[src/rtl/match_round_controller.sv]
// Match sequencer: gates player movement, runs serve/goal frame countdowns,
// keeps both scores and declares the winner. Every output is registered.
module match_round_controller #(
    parameter int WIN_SCORE    = 5,
    parameter int SERVE_FRAMES = 120,
    parameter int GOAL_FRAMES  = 90
) (
    input  logic       clk,
    input  logic       rst,
    input  logic       start_button,
    input  logic       frame_tick,
    input  logic       goal_left,
    input  logic       goal_right,
    output logic [2:0] game_state,
    output logic       players_en,
    output logic       pos_reload,
    output logic       serve_launch,
    output logic       serve_dir,
    output logic [3:0] score_left,
    output logic [3:0] score_right,
    output logic [1:0] winner
);

    typedef enum logic [2:0] {
        IDLE  = 3'd0,
        SERVE = 3'd1,
        PLAY  = 3'd2,
        PAUSE = 3'd3,
        GOAL  = 3'd4,
        OVER  = 3'd5
    } state_t;

    localparam int CMAX = (SERVE_FRAMES > GOAL_FRAMES) ? SERVE_FRAMES : GOAL_FRAMES;
    localparam int CW   = $clog2(CMAX + 1);
    localparam logic [CW-1:0] SERVE_LAST = CW'(SERVE_FRAMES - 1);
    localparam logic [CW-1:0] GOAL_LAST  = CW'(GOAL_FRAMES - 1);
    localparam logic [3:0]    WIN        = 4'(WIN_SCORE);

    state_t        state;
    logic [CW-1:0] cnt;
    logic          start_q;
    logic          rst_q;
    logic          press;

    // rst_q masks the first edge after reset release, so a button held low
    // through reset never counts as a press even though start_q resets to 1.
    assign press      = start_q & ~start_button & ~rst_q;
    assign game_state = state;

    // Match FSM with registered outputs, counter and scores.
    always_ff @(posedge clk) begin
        if (rst) begin
            state        <= IDLE;
            cnt          <= '0;
            start_q      <= 1'b1;
            rst_q        <= 1'b1;
            players_en   <= 1'b0;
            pos_reload   <= 1'b0;
            serve_launch <= 1'b0;
            serve_dir    <= 1'b0;
            score_left   <= 4'd0;
            score_right  <= 4'd0;
            winner       <= 2'b00;
        end else begin
            start_q      <= start_button;
            rst_q        <= 1'b0;
            players_en   <= 1'b0;
            pos_reload   <= 1'b0;
            serve_launch <= 1'b0;
            case (state)
                IDLE, OVER: begin
                    if (press) begin
                        state       <= SERVE;
                        cnt         <= '0;
                        score_left  <= 4'd0;
                        score_right <= 4'd0;
                        winner      <= 2'b00;
                        serve_dir   <= 1'b0;
                        pos_reload  <= 1'b1;
                    end
                end
                SERVE: begin
                    if (frame_tick) begin
                        if (cnt == SERVE_LAST) begin
                            state        <= PLAY;
                            cnt          <= '0;
                            serve_launch <= 1'b1;
                            players_en   <= 1'b1;
                        end else begin
                            cnt <= cnt + 1'b1;
                        end
                    end
                end
                PLAY: begin
                    // A goal always beats a coincident press.
                    if (goal_left || goal_right) begin
                        state <= GOAL;
                        cnt   <= '0;
                        if (goal_left && !goal_right) begin
                            if (score_right < WIN) score_right <= score_right + 4'd1;
                            serve_dir <= 1'b1;
                        end else if (goal_right && !goal_left) begin
                            if (score_left < WIN) score_left <= score_left + 4'd1;
                            serve_dir <= 1'b0;
                        end
                    end else if (press) begin
                        state <= PAUSE;
                        cnt   <= '0;
                    end else begin
                        players_en <= 1'b1;
                    end
                end
                PAUSE: begin
                    if (press) begin
                        state      <= PLAY;
                        cnt        <= '0;
                        players_en <= 1'b1;
                    end
                end
                GOAL: begin
                    if (frame_tick) begin
                        if (cnt == GOAL_LAST) begin
                            cnt <= '0;
                            if (score_left == WIN || score_right == WIN) begin
                                state  <= OVER;
                                winner <= (score_left == WIN) ? 2'b01 : 2'b10;
                            end else begin
                                state      <= SERVE;
                                pos_reload <= 1'b1;
                            end
                        end else begin
                            cnt <= cnt + 1'b1;
                        end
                    end
                end
                default: state <= IDLE;
            endcase
        end
    end

endmodule

[config.mk]
export PLATFORM = sky130hd
export DESIGN_NAME = match_round_controller
export DESIGN_NICKNAME = d
export VERILOG_FILES = /design/src/rtl/match_round_controller.sv
export SDC_FILE = /design/constraint.sdc
export NUM_CORES = 1
export LEC_CHECK = 0
export ABC_AREA = 1
export CORE_MARGIN = 3
export CORE_UTILIZATION = 40
export CTS_CLUSTER_SIZE = 28
export DETAILED_ROUTE_END_ITERATION = 12
export PLACE_DENSITY = 0.65
export SLEW_MARGIN = 30
export SYNTH_ARGS = -nofsm -noshare
export SYNTH_HDL_FRONTEND = slang
export SYNTH_SLANG_ARGS = --single-unit
[constraint.sdc]
create_clock -name clk -period 3.2 [get_ports clk]
set_input_delay 0.64 -clock clk [delete_from_list [all_inputs] [get_ports clk]]
set_output_delay 0.64 -clock clk [all_outputs]
set_load 0.005 [all_outputs]
==> impl_metrics.tcl <==
set metrics [dict create \
    synth.avg_cell_area_um2 6.46 \
    chipWidth_um 73.5 \
    cts.sinks 26 \
    cts_resized 0 \
    cts_made_buffers 3 \
    rrSetupSlack_ns 1.39 \
    startpoint "game_state[1]$_SDFFE_PP0P_" \
    cts_buffer_depth 2 \
    fin_tns_setup_ns 0 \
    maxCapViolCount 0 \
    dr.first_iter.drc_count 116 \
    synth_area_leaders "dfxtp_1, nand2_1, nor2_1, ha_1, inv_1" \
    path_class "flip-flop to output pin" \
    start_util_pct 43.4 \
    drv_slew 0 \
    cp-end-kind "output pin" \
    routed_via_density 4.84 \
    max_freq_mhz 486 \
    worstPathMaxFanout 9 \
    htree_levels 1 \
    synthCells 282 \
    yosysWarningCount 0 \
    hpwl_um 3010 \
    cts_tree "yes" \
    crit_slowest_cell "clkdlybuf4s50_1" \
    drc 0 \
    synth_xor_xnor_area_share_pct 1.44 \
    irDropWorstVdd_uv 322 \
    cts_root_buf "clkbuf_8" \
    dp_slack_ns 0.880 \
    status "finished, final reports clean" \
    slowest_delay_ns 0.58 \
    grt_usage_pct 16.4 \
    cts_setup_buffers 0 \
    rsz0062_at_grt "false" \
    multi_input_area_um2 1120 \
    drive_gt1_share_pct 10.3 \
    synth_cell_types 29 \
    fillCellCount 446 \
    insertion_delay_ns 0.27 \
    rr_endpoint "cnt[0]$_SDFFE_PP0P_" \
    overflow 0 \
    cp_top_family "buffers and inverters" \
    synthMuxAreaShare_pct 0 \
    synth-edff-count 0 \
    hold_class "flip-flop to flip-flop" \
    grt_max_degree 14 \
    cp_num_buf_inv 1 \
    die_area_um2 5400 \
    wirelength_um 3950 \
    synth_compound_area_share_pct 8.03 \
    portBuffers 22 \
    worstPathCellList "clkdlybuf4s50_1" \
    vias 1702 \
    antenna_found_initial 0 \
    ff_latch_area_um2 520 \
    nets 321 \
    grt_pass1_vias 1646 \
    place_congestion 0.903 \
    die_y_um 73.5 \
    setup_viol 0 \
    synth.most_common_cell "nand2_1" \
    yosys-top-cells-count "nand2_1, nor2_1, inv_1" \
    synth_top_family_by_area "simple AND/OR/NAND/NOR gates" \
    yosysTopAreaCellShare_pct 28.6 \
    fin_ws_ns 1.14 \
    p_leak_nw 1.02 \
    crit_path_end "game_state[1]" \
    reg2reg_depth 7 \
    async_reset_ff_share_pct 0 \
    synth_seq_cells 26 \
    finClkSkew_ns 0.00282 \
    synth_top_area_cell "dfxtp_1" \
    finalHoldViolCount 0 \
    post_drt_wl_per_cell_um 11.2 \
    hold_buffers 0 \
    rows 23 \
    powerDensity_nw_per_um2 885 \
    syn_area_um2 1820 \
    crit_cells 1 \
    arrival_ns 1.42 \
    worstPathRequired_ns 2.56 \
    r2r_start "game_state[1]$_SDFFE_PP0P_" \
    coreArea_um2 4200 \
    holdWs_ns 0.495 \
    dr.pass1.iters 4 \
    ant_nets 0 \
    clk_pin_slew_ns 0.09 \
    syn-num-nets 299 \
    synthSimpleGateAreaFrac_pct 44.3 \
    cp-start-kind "flip-flop" \
    max_slew.worst_pin.slew_ns 0.490 \
    period_minus_slack_ns 2.06 \
    synthAdderAreaFrac_pct 7.55 \
    antennaDiodeCount 0 \
    seq_area_frac_synth_pct 28.6 \
    area_delta_synth_final_pct 15.9 \
    finalCritPeriodShare_pct 64.3 \
    max-slew-margin-rel_pct 67.2 \
    grt_pass1_wl_um 7150 \
    synth_ff_type "dfxtp_1" \
    io_pins 23 \
]
-- kinds of logic after synthesis --
family / count (synthesis)
DFF: 26
xor gates and xnor gates: 3
adders and majority gates: 11
buffers and inverters: 45
and+or+nand+nor: 170
AOI/OAI and AO/OA: 27
-- worst reg2reg max path: cells and delay by family, from the launching register on --
family	cells	cell delay (ns)
and+or+nand+nor	5	0.86
DFF	1	0.57
AOI/OAI and AO/OA	1	0.16
buffers and inverters	1	0.13
-- power by group --
group | leakage, nW | total (mW) | switching [mW] | internal [mW]
Combinational | 0.785 | 1.17 | 0.741 | 0.430
Clock | 0.0216 | 0.184 | 0.0995 | 0.0843
Sequential | 0.212 | 0.515 | 0.110 | 0.404
-- how the worst min path moves through the flow --
stage / startpoint / to / slack, ns / depth (start not counted)
floorplan: winner[1]$_SDFFE_PP0P_ / winner[1]$_SDFFE_PP0P_ / 0.46 / 2
global placement: serve_dir$_SDFFE_PP0P_ / serve_dir$_SDFFE_PP0P_ / 0.48 / 2
detailed placement: serve_dir$_SDFFE_PP0P_ / serve_dir$_SDFFE_PP0P_ / 0.47 / 2
CTS: serve_dir$_SDFFE_PP0P_ / serve_dir$_SDFFE_PP0P_ / 0.50 / 2
global route: serve_dir$_SDFFE_PP0P_ / serve_dir$_SDFFE_PP0P_ / 0.52 / 2
finish: serve_dir$_SDFFE_PP0P_ / serve_dir$_SDFFE_PP0P_ / 0.49 / 2
-- per-layer routing --
layer	vias to the layer above	track usage (%)	routed length, µm
li1	921	-	-
met1	740	21.8	1960
met2	33	26.9	1770
met3	8	2.33	155
met4	0	6.04	60
met5	-	0	0
-- state kept, by name (all words and copies together) (netlist names) --
signal        flops
cnt               7
score_left        4
score_right       4
game_state        3
winner            2
players_en        1
pos_reload        1
rst_q             1
serve_dir         1
serve_launch      1
start_q           1
-- per-stage QoR --
stage | area (µm²) | util (%) | total power [mW] | instances
after floorplan | 1820 | - | 1.43 | 282
after global placement | 2070 | 49.3 | 1.68 | 349
after detailed placement | 2070 | 49.3 | 1.69 | 349
after CTS | 2110 | 50.3 | 1.89 | 352
after global routing | 2110 | 50.3 | 2.09 | 352
final | 2110 | 50.3 | 1.87 | 352
-- cell usage in the layout (no fill, tap or decap) --
cell and count:
xnor2_1 1, nor2_1 49, ha_1 11, nor2_4 4, inv_1 36, clkbuf_8 3
nand3_1 21, nand2_2 4, o211ai_1 1, clkinv_1 1, a21oi_2 2, nand3_2 3
a21oi_1 13, dfxtp_1 26, nor3_1 2, clkdlybuf4s50_1 22, xor2_1 2, o21ai_1 2
nor2_2 6, nand3b_1 1, or2_2 2, nand3_4 2, inv_2 3, nand2_4 2
a31oi_1 1, o21ai_0 8, nand4_1 6, nand2_1 68
-- cell type report --
class | instances | area share, %
flip-flops and latches | 26 | 24.6
clock buffers | 3 | 1.95
inverters | 40 | 7.11
repair buffers | 22 | 10.4
multi-input cells | 211 | 52.9
well taps | 50 | 2.96
(Power assumes the default switching activity.)
